--- config.mk ---
export PLATFORM = sky130hd
export DESIGN_NAME = lsu_mem_master
export DESIGN_NICKNAME = d
export VERILOG_FILES = /design/src/rtl/lsu_mem_master.sv
export SDC_FILE = /design/constraint.sdc
export NUM_CORES = 1
export LEC_CHECK = 0
export ABC_AREA = 1
export CAP_MARGIN = 20
export CORE_ASPECT_RATIO = 1.25
export CORE_MARGIN = 4
export CORE_UTILIZATION = 45
export DETAILED_ROUTE_END_ITERATION = 8
export PLACE_DENSITY = 0.82
export SYNTH_ARGS = -nofsm -noshare
export SYNTH_HDL_FRONTEND = slang
export SYNTH_SLANG_ARGS = --single-unit
--- constraint.sdc ---
create_clock -name clk -period 13.45 [get_ports clk]
set_clock_uncertainty 0.15 [all_clocks]
set_input_delay 2.69 -clock clk [delete_from_list [all_inputs] [get_ports clk]]
set_output_delay 2.69 -clock clk [all_outputs]
set_load 0.1 [all_outputs]
--- src/rtl/lsu_mem_master.sv ---
// Load/store master for a single-ported doubleword Data_memory.
// It accepts one request at a time over a valid/ready handshake.
// Loads read the whole doubleword and return the addressed field, sign- or zero-extended.
// Partial stores use read-modify-write; full doubleword stores are a single write.
// Only REGSIZE = 64 is supported. RD_CYCLES must be in the range 1..7.
module lsu_mem_master #(
  parameter int REGSIZE   = 64,
  parameter int RD_CYCLES = 1
) (
  input  logic               clk,
  input  logic               reset,
  input  logic               req_valid,
  output logic               req_ready,
  input  logic               req_store,
  input  logic [1:0]         req_size,
  input  logic               req_signed,
  input  logic [REGSIZE-1:0] req_addr,
  input  logic [REGSIZE-1:0] req_wdata,
  output logic               resp_valid,
  input  logic               resp_ready,
  output logic [REGSIZE-1:0] resp_rdata,
  output logic               resp_err,
  output logic [REGSIZE-1:0] Addr,
  output logic [REGSIZE-1:0] WriteData,
  output logic               MemWrite,
  output logic               MemRead,
  input  logic [REGSIZE-1:0] DMout
);

  typedef enum logic [2:0] {
    IDLE = 3'd0,
    RD   = 3'd1,
    WR   = 3'd2,
    RESP = 3'd3,
    ERR  = 3'd4
  } state_t;

  localparam logic [2:0] RD_LAST = 3'(RD_CYCLES);

  state_t             state, next_state;
  logic               store_q, signed_q;
  logic [1:0]         size_q;
  logic [REGSIZE-1:0] addr_q, wdata_q, rbuf;
  logic [2:0]         cnt;
  logic               accept, rd_done;
  logic [REGSIZE-1:0] line_addr, wr_shift, merged, wr_data_next, field, load_data;
  logic [7:0]         lane_en;

  // An access is misaligned when the lane offset is not a multiple of its size.
  function automatic logic misaligned(input logic [1:0] size, input logic [2:0] off);
    case (size)
      2'd0:    return 1'b0;
      2'd1:    return off[0];
      2'd2:    return |off[1:0];
      default: return |off;
    endcase
  endfunction

  assign req_ready  = (state == IDLE);
  assign accept     = req_valid && req_ready;
  assign rd_done    = (state == RD) && (cnt == RD_LAST);
  assign resp_valid = (state == RESP) || (state == ERR);
  assign resp_err   = (state == ERR);
  assign resp_rdata = (state == RESP && !store_q) ? load_data : '0;

  // The memory address is always doubleword aligned. In IDLE, the request is still on the input pins.
  assign line_addr = (state == IDLE) ? {req_addr[REGSIZE-1:3], 3'b000}
                                     : {addr_q[REGSIZE-1:3], 3'b000};

  // The only path from IDLE into WR is a full doubleword store, which writes req_wdata unchanged.
  assign wr_data_next = (state == IDLE) ? req_wdata : merged;

  // State register.
  always_ff @(posedge clk or posedge reset) begin
    // NOTE: all clocked state uses non-blocking assignments, so every register samples its inputs from before the edge.
    if (reset) state <= IDLE;
    else       state <= next_state;
  end

  // Next-state decode.
  always_comb begin
    // NOTE: next_state gets a default before the case statement, so no path leaves it unassigned and no latch is inferred.
    next_state = state;
    case (state)
      IDLE: if (accept) begin
        if (misaligned(req_size, req_addr[2:0]))  next_state = ERR;
        else if (req_store && req_size == 2'd3)   next_state = WR;
        else                                      next_state = RD;
      end
      RD:        if (rd_done) next_state = store_q ? WR : RESP;
      WR:        next_state = RESP;
      RESP, ERR: if (resp_ready) next_state = IDLE;
      default:   next_state = IDLE;
    endcase
  end

  // Capture the request fields at acceptance.
  always_ff @(posedge clk or posedge reset) begin
    // NOTE: these are plain registers, not a memory array, so the async reset clears them without any cost.
    if (reset) begin
      store_q  <= 1'b0;
      signed_q <= 1'b0;
      size_q   <= 2'd0;
      addr_q   <= '0;
      wdata_q  <= '0;
    end else if (accept) begin
      store_q  <= req_store;
      signed_q <= req_signed;
      size_q   <= req_size;
      addr_q   <= req_addr;
      wdata_q  <= req_wdata;
    end
  end

  // Read-cycle counter, and capture of the memory word on the last read cycle.
  always_ff @(posedge clk or posedge reset) begin
    if (reset) begin
      cnt  <= '0;
      rbuf <= '0;
    end else begin
      if (next_state == RD) cnt <= (state == RD) ? cnt + 3'd1 : 3'd1;
      else                  cnt <= '0;
      if (rd_done) rbuf <= DMout;
    end
  end

  // Registered memory interface, computed from the state being entered.
  always_ff @(posedge clk or posedge reset) begin
    if (reset) begin
      MemRead   <= 1'b0;
      MemWrite  <= 1'b0;
      Addr      <= '0;
      WriteData <= '0;
    end else begin
      MemRead   <= (next_state == RD);
      MemWrite  <= (next_state == WR);
      Addr      <= (next_state == RD || next_state == WR) ? line_addr : '0;
      WriteData <= (next_state == WR) ? wr_data_next : '0;
    end
  end

  // Merge the store data into the word being read. Only the enabled byte lanes are replaced.
  always_comb begin
    case (size_q)
      2'd0:    lane_en = 8'h01;
      2'd1:    lane_en = 8'h03;
      2'd2:    lane_en = 8'h0F;
      default: lane_en = 8'hFF;
    endcase
    lane_en  = lane_en << addr_q[2:0];
    wr_shift = wdata_q << {addr_q[2:0], 3'b000};
    merged   = DMout;
    for (int i = 0; i < 8; i++) begin
      if (lane_en[i]) merged[8*i +: 8] = wr_shift[8*i +: 8];
    end
  end

  // Extract the addressed field from the captured word and extend it.
  always_comb begin
    field = rbuf >> {addr_q[2:0], 3'b000};
    case (size_q)
      2'd0:    load_data = signed_q ? {{(REGSIZE-8){field[7]}}, field[7:0]}
                                    : {{(REGSIZE-8){1'b0}}, field[7:0]};
      2'd1:    load_data = signed_q ? {{(REGSIZE-16){field[15]}}, field[15:0]}
                                    : {{(REGSIZE-16){1'b0}}, field[15:0]};
      2'd2:    load_data = signed_q ? {{(REGSIZE-32){field[31]}}, field[31:0]}
                                    : {{(REGSIZE-32){1'b0}}, field[31:0]};
      default: load_data = field;
    endcase
  end

endmodule

* Yosys cells after proc, flatten, opt, wreduce, memory -nomap -nowiden
Cells that the tools add are included.
** Operators by class
- Add/subtract/negate cells :: 1
- Equality and inequality tests :: 12
- Shift operators :: 3
- Muxes and demuxes :: 30
- Reductions and logical operators :: 13
** Operators with widths (number)
- $mux W64 :: 8
- $pmux W64 S3 :: 1
- $mux W8 :: 8
- $shl A64 B6 Y64 :: 1
- $shr A64 B6 Y64 :: 1
- $pmux W8 S3 :: 1
- $mux W3 :: 6
- $pmux W3 S4 :: 1
- $eq A3 B1 Y1 const B :: 3
- $eq A3 B2 Y1 const B :: 3
- $shl A8 B3 Y8 :: 1
- $eq A2 B2 Y1 const B :: 3
- $eq A2 B1 Y1 const B :: 2
- $logic_and A1 B1 Y1 :: 4
- $logic_not A2 Y1 :: 2
- $reduce_or A2 Y1 :: 2
- $add A3 B1 Y3 const B :: 1
- $eq A3 B3 Y1 const B :: 1
- $logic_not A3 Y1 :: 1
- $mux W1 :: 3
- $pmux W1 S3 :: 1
- $reduce_or A3 Y1 :: 1
- $logic_or A1 B1 Y1 :: 2
- $mux W2 :: 1
- $logic_not A1 Y1 :: 1
** Storage, ports and cells
- Bits in registers :: 332
- Input port bits :: 200
- Output and inout bits :: 197
- Word-level logic and storage cells :: 71

* Longest topological paths before layout
Gate-level depths: netlist of run 1.
- Depth after elaboration :: 10
- Gate-level depth with buffers :: 13
- Depth with buffers taken out :: 12

* Worst setup path before layout of run 1
No wires, ideal clock.
- Path kind :: reg-to-output
- Start :: register addr_q[0]
- End :: output resp_rdata[0]
- Arrival :: 3.521 ns
- Required time :: 10.610 ns
- Setup slack :: 7.089 ns
- Stages on the path, launching flop included :: 10
- Buffers on the path :: 4
- Path through :: dfrtp_1 > buf_4 > inv_4 > buf_2 > buf_2 > buf_2 > nand2_1 > nand3_1 > a21oi_1 > a211oi_1
** On the way
- Word-level cells in the longest chain between the ends :: 4
- Elaborated cells between the ends (all ways) :: 6
- Those cells by class :: shift (1); mux (5)
** Ends and longest elaborated chain
- from (decl) :: RTL line 43 : logic [REGSIZE-1:0] addr_q, wdata_q, rbuf;
- from (signal assigned) :: RTL line 110 : addr_q <= req_addr;
- $shr A64 B6 Y64 (*) :: RTL line 160 : field = rbuf >> {addr_q[2:0], 3'b000};
- $mux W64, on equally long branches :: RTL line 166, 162, 164
- $pmux W64 S3 (*) :: RTL line 161 : case (size_q)
- $mux W64 (*) :: RTL line 64 : assign resp_rdata = (state == RESP && !store_q) ? load_data : '0;
- to (decl) :: RTL line 21 : output logic [REGSIZE-1:0] resp_rdata,
Mark *: on every way between the ends. The rest lies on a longest branch, timed or not.

* Worst setup path after layout of run 1
- Start :: register addr_q[2]
- End :: output resp_rdata[56]
Same word-level chain as after synthesis.

==> impl_metrics.yaml, run 1 <==
synthesis:
  async_flop_share_pct: 100.0
  syn-cell-area_um2: 17950
  ys.flop_type: "dfrtp_1"
  synth_top_cells_by_count: "nand2_1, o21ai_0, dfrtp_1"
  ys_seq_area_share_pct: 45.87
  syn_area_per_cell_um2: 7.203
  ys_ff_latch: 329
  ys_types: 39
  synth_edf_count: 0
  synth_top_area_share_pct: 45.87
  yosysWarnings: 0
  synthTopCellsByArea: "dfrtp_1, nand2_1, o21ai_0"
  yosysMostFrequentCell: "nand2_1"
  synthCells: 2492
  yosysTopAreaCell: "dfrtp_1"
worst_setup_path:
  crit_path_end_kind: "output port"
  start_kind: "register"
  path_max_fanout: 68
  setup.worst_path.class: "reg2out"
  arrival_ns: 4.89
  critPathRequiredTime_ns: 10.61
  r2r_cells: 11
clocking:
  postCtsHoldBufs: 0
  cts_resized: 0
  post_cts_buffers: 0
  clk_pin_slew_worst_paths_ns: 0.06
  cts_tree: "yes"
  h-tree-depth: 2
  cts_inserted_buffers: 35
  clock-sinks: 329
  cts_root_buf: "clkbuf_16"
  clock_path_buffers: 3
  clk_latency_ns: 0.53
global_route:
  antenna_found_initial: 1
  grt_max_degree: 126
  grt_pass1_wl_um: 109100
  grt_usage_pct: 32.74
  grt_pass1_vias: 18160
  overflow: 0
floorplanning:
  rows: 81
  initial_utilization_pct: 45.65
  io_pins: 397
  die_w_um: 186.6
  fp.dieArea_um2: 43170
  die_y_um: 231.3
  core-area_um2: 39320
timing:
  relSlewSlack_pct: 28.73
  fin_crit_ns: 7.726
  rsz0062_at_grt: "no"
  whs_ns: 0.3356
  max_freq_ghz: 0.1294
  setup_viol: 0
  hold_violations: 0
  setup_slack_ns: 5.724
  fin_crit_sh_pct: 57.44
  fin_tns_setup_ns: 0
  worst_pin_slew_ns: 1.066
  finalMaxSlewViolations: 0
placement:
  io_buffer_count: 393
  dp_hpwl_um: 54570
  place_ws_ns: 6.064
  finalWeightedCongestion: 1.028
layout:
  drive_above_1_share_pct: 6.138
  diodes: 0
  nNetsFinal: 2981
  syn_to_final_growth_pct: 29.35
  fill_cells: 3583
route:
  dr.pass1.iters: 8
  post_drt_wl_per_cell_um: 22.00
  finalWirelength_um: 72610
  drt_iter0_markers: 1716
  ant_nets: 0
  vias_per_cell: 5.478
  via_count: 18080
  remaining_drc_errors: 0
run_status:
  status: "completed"
run:
  max_cap_viol_count: 0
min_path:
  hp-class: "reg2reg"
  min_path_cells: 2
[layout make-up]
| type | count | area (um^2) | area share (%) |
|---|---|---|---|
| inverter | 295 | 1120 | 4.823 |
| tap | 498 | 623.1 | 2.684 |
| multi-input combinational | 1703 | 7868 | 33.88 |
| clock inverter | 10 | 157.7 | 0.6790 |
| timing repair buffer | 415 | 4190 | 18.05 |
| clock buffer | 50 | 1022 | 4.403 |
| sequential | 329 | 8238 | 35.48 |
[kinds of logic (layout without fill, tap and decap cells)]
| logic type | count (synthesis) | count (layout) | share of synthesized area, % |
|---|---|---|---|
| buffers and inverters | 462 | 770 | 10.46 |
| DFF | 329 | 329 | 45.87 |
| adders and majority gates | 2 | 2 | 0.1394 |
| and+or+nand+nor | 1182 | 1182 | 27.56 |
| muxes | 19 | 19 | 1.171 |
| AOI/OAI and AO/OA | 496 | 496 | 14.74 |
| other | 1 | 3 | 0.02089 |
| xor gates and xnor gates | 1 | 1 | 0.04880 |
[worst paths after layout]
path	slack [ns]	start	to
max	5.72	addr_q[2]	resp_rdata[56]
min	0.34	addr_q[46]	addr_q[46]
max reg2reg	8.97	state[2]	Addr[28]
min reg2reg	0.34	addr_q[46]	addr_q[46]
max in group asynchronous	8.60	reset	rbuf[40]
min in group asynchronous	2.57	reset	addr_q[35]
[metrics by stage]
step / instance area [um^2] / utilization (%) / std cells
after floorplan: 17960 / - / 2494
after global placement: 21900 / 55.70 / 3234
after detailed placement: 21910 / 55.73 / 3235
after CTS: 23090 / 58.73 / 3295
after global routing: 23220 / 59.05 / 3300
final: 23220 / 59.05 / 3300
[registers in the layout (all words and copies together), names as in the netlist, 2 cells and up]
name,flops
size_q,2
rbuf,64
addr_q,64
state,3
wdata_q,64
cnt,3
WriteData,64
Addr,61
[layer usage]
layer	vias up	share of wire, %	GRT usage [%]
met5	-	0.019	0
met4	2	7.6	21.27
met3	209	8.0	6.854
met2	889	49	56.07
met1	8495	36	37.24
li1	8482	-	-
[critical path: stages (launching register included)]
cell and delay [ns]:
dfrtp_1 0.35, buf_4 0.32, inv_2 0.75, buf_4 0.72
nand3_1 0.19, nand3_1 0.11, nand2_1 0.09, nor2_2 0.48
buf_8 0.24, nor3_1 0.07, clkdlybuf4s50_1 1.01
[placed cells by master, fill, tap and decap left out, types with 16 or more instances in the layout]
cell type / count
a21oi_1: 96
buf_4: 16
clkbuf_16: 35
clkdlybuf4s50_1: 393
dfrtp_1: 327
inv_1: 282
mux2_2: 16
nand2_1: 709
nand3_1: 171
nor2_1: 184
nor2_2: 26
nor3_1: 35
o211ai_1: 56
o21ai_0: 332
or2_2: 23
Power of run 1 is not shown: default switching activity piles up to over one toggle a cycle in this logic, so the estimate is an artifact.
==> run 2, diff against run 1 <==
==> constraint.sdc (replaced) <==
create_clock -name clk -period 7.5 [get_ports clk]
set_clock_uncertainty 0.15 [all_clocks]
set_input_delay 1.5 -clock clk [delete_from_list [all_inputs] [get_ports clk]]
set_output_delay 1.5 -clock clk [all_outputs]
set_load 0.1 [all_outputs]
==> run 2 against run 1 <==
Effect of this change:
- setup slack worse by 4.4 ns
- wire length down 1.2%
- flip-flop and latch count is the same
- global-route usage shrank 0.72 points
- highest routed layer unchanged
- critical path depth up 1
- critical path type unchanged
- register-to-register slack got worse by 5.7 ns
- hold slack gained 0.00058 ns
- cell count unchanged
- critical endpoint is now resp_rdata[55]
- first-iteration DRC count grew 3.6%
- sequential share of layout area up 0.061 points
- clock-buffer cell count unchanged
- non-clock buffer count fell by 1
==> impl_metrics.yaml, run 2 (same netlist as run 1, synthesis figures left out) <==
timing:
  fin_crit_sh_pct: 81.86
  finalMaxSlewViolations: 0
  fin_tns_setup_ns: 0
  setup_viol: 0
  fin_crit_ns: 6.140
  rsz0062_at_grt: "no"
  max_freq_ghz: 0.1629
  worst_pin_slew_ns: 1.109
  hold_violations: 0
  relSlewSlack_pct: 26.08
worst_setup_path:
  worst_path_most_repeated_cell: "nand2_1"
  path_delay_family: "buffers and inverters"
  cpMaxStageDelayCell: "clkdlybuf4s50_1"
  path_depth: 11
  arrival_ns: 4.49
  critPathRequiredTime_ns: 5.85
  crit_path_end_kind: "output port"
  r2r_cells: 12
  r2r-start: "cnt[0]"
  start_kind: "register"
  setup.worst_path.class: "reg2out"
  endpoint: "resp_rdata[55]"
  cp_cell_sequence: "inv_4, nand2_1, nand3_1, nand3_1, nand2_1, nand2_2, nand2_1, nor2_2, buf_8, nor3_1, clkdlybuf4s50_1"
  reg2reg_slack_ns: 3.31
  max_stage_delay_ns: 1.19
  crit_buf_inv: 3
  path_max_fanout: 82
  startpoint: "addr_q[0]"
  reg2reg_to: "Addr[46]"
route:
  vias_per_cell: 5.497
  finalWirelength_um: 71760
  ant_nets: 0
  post_drt_wl_per_cell_um: 21.75
  drt_iter0_markers: 1778
  remaining_drc_errors: 0
  via_count: 18140
  dr.pass1.iters: 6
floorplanning:
  initial_utilization_pct: 45.65
  rows: 81
  die_w_um: 186.6
  die_y_um: 231.3
  fp.dieArea_um2: 43170
  io_pins: 397
  core-area_um2: 39320
clocking:
  post_cts_buffers: 0
  cts_root_buf: "clkbuf_16"
  h-tree-depth: 2
  clock_path_buffers: 3
  cts_inserted_buffers: 36
  postCtsHoldBufs: 0
  clk_latency_ns: 0.53
  clk_pin_slew_worst_paths_ns: 0.06
  clock-sinks: 329
  cts_resized: 0
  cts_tree: "yes"
placement:
  io_buffer_count: 393
  finalWeightedCongestion: 1.043
  dp_hpwl_um: 53590
  place_inst: 3235
global_route:
  grt_usage_pct: 32.02
  grt_max_degree: 170
  grt_pass1_vias: 17950
  overflow: 0
  antenna_found_initial: 1
  grt_pass1_wl_um: 106800
layout:
  final_common_cell: "nand2_1"
  diodes: 0
  fill_cells: 3542
  syn_to_final_growth_pct: 29.13
  nNetsFinal: 2981
  most-common-layout-cells: "nand2_1, clkdlybuf4s50_1, o21ai_0"
  layout.cells.non_filler: 3300
  drive_above_1_share_pct: 6.103
run_status:
  status: "completed"
run:
  max_cap_viol_count: 0
min_path:
  hp-class: "reg2reg"
[run 2: final cells by class]
type	count	area [um^2]	area share (%)
timing repair buffer	414	4164	17.96
sequential	329	8238	35.54
clock buffer	50	1035	4.464
clock inverter	11	135.1	0.5830
multi-input combinational	1703	7868	33.94
tap	498	623.1	2.688
inverter	295	1116	4.815
[run 2: how the worst min path moves through the flow]
stage | start | to | slack, ns | depth (start not counted)
4_1_cts | addr_q[15] | addr_q[15] | 0.34 | 2
5_1_grt | rbuf[0] | rbuf[0] | 0.36 | 2
6_report | addr_q[15] | addr_q[15] | 0.34 | 2
3_3_place_gp | addr_q[19] | addr_q[19] | 0.32 | 2
2_1_floorplan | wdata_q[56] | wdata_q[56] | 0.29 | 2
3_5_place_dp | addr_q[15] | addr_q[15] | 0.32 | 2
[run 2: metrics by stage]
step	util, %	hold WS [ns]	instance area, um^2	worst slack (ns)
2_1_floorplan	-	0.2922	17960	1.457
3_5_place_dp	55.77	0.3233	21930	1.694
3_3_place_gp	55.77	0.3158	21930	1.835
4_1_cts	58.75	0.3379	23100	1.117
5_1_grt	58.94	0.3592	23180	1.058
6_report	58.94	0.3361	23180	1.360
[run 2: tightest hold or removal path, delay by kind of cell, from the launching register on]
| family | cells | cell delay [ns] |
|---|---|---|
| and+or+nand+nor | 1 | 0.05 |
| AOI/OAI and AO/OA | 1 | 0.06 |
| DFF | 1 | 0.34 |
[run 2: routing by layer]
metal  track usage, %  vias to the layer above  wire (um)
li1                 -                     8474          -
met1            35.63                     8476      25770
met2            54.63                      945      34320
met3            7.532                      242       5822
met4            21.82                        2       5834
met5                0                        -         13
Power of run 2 is left out for the same reason.
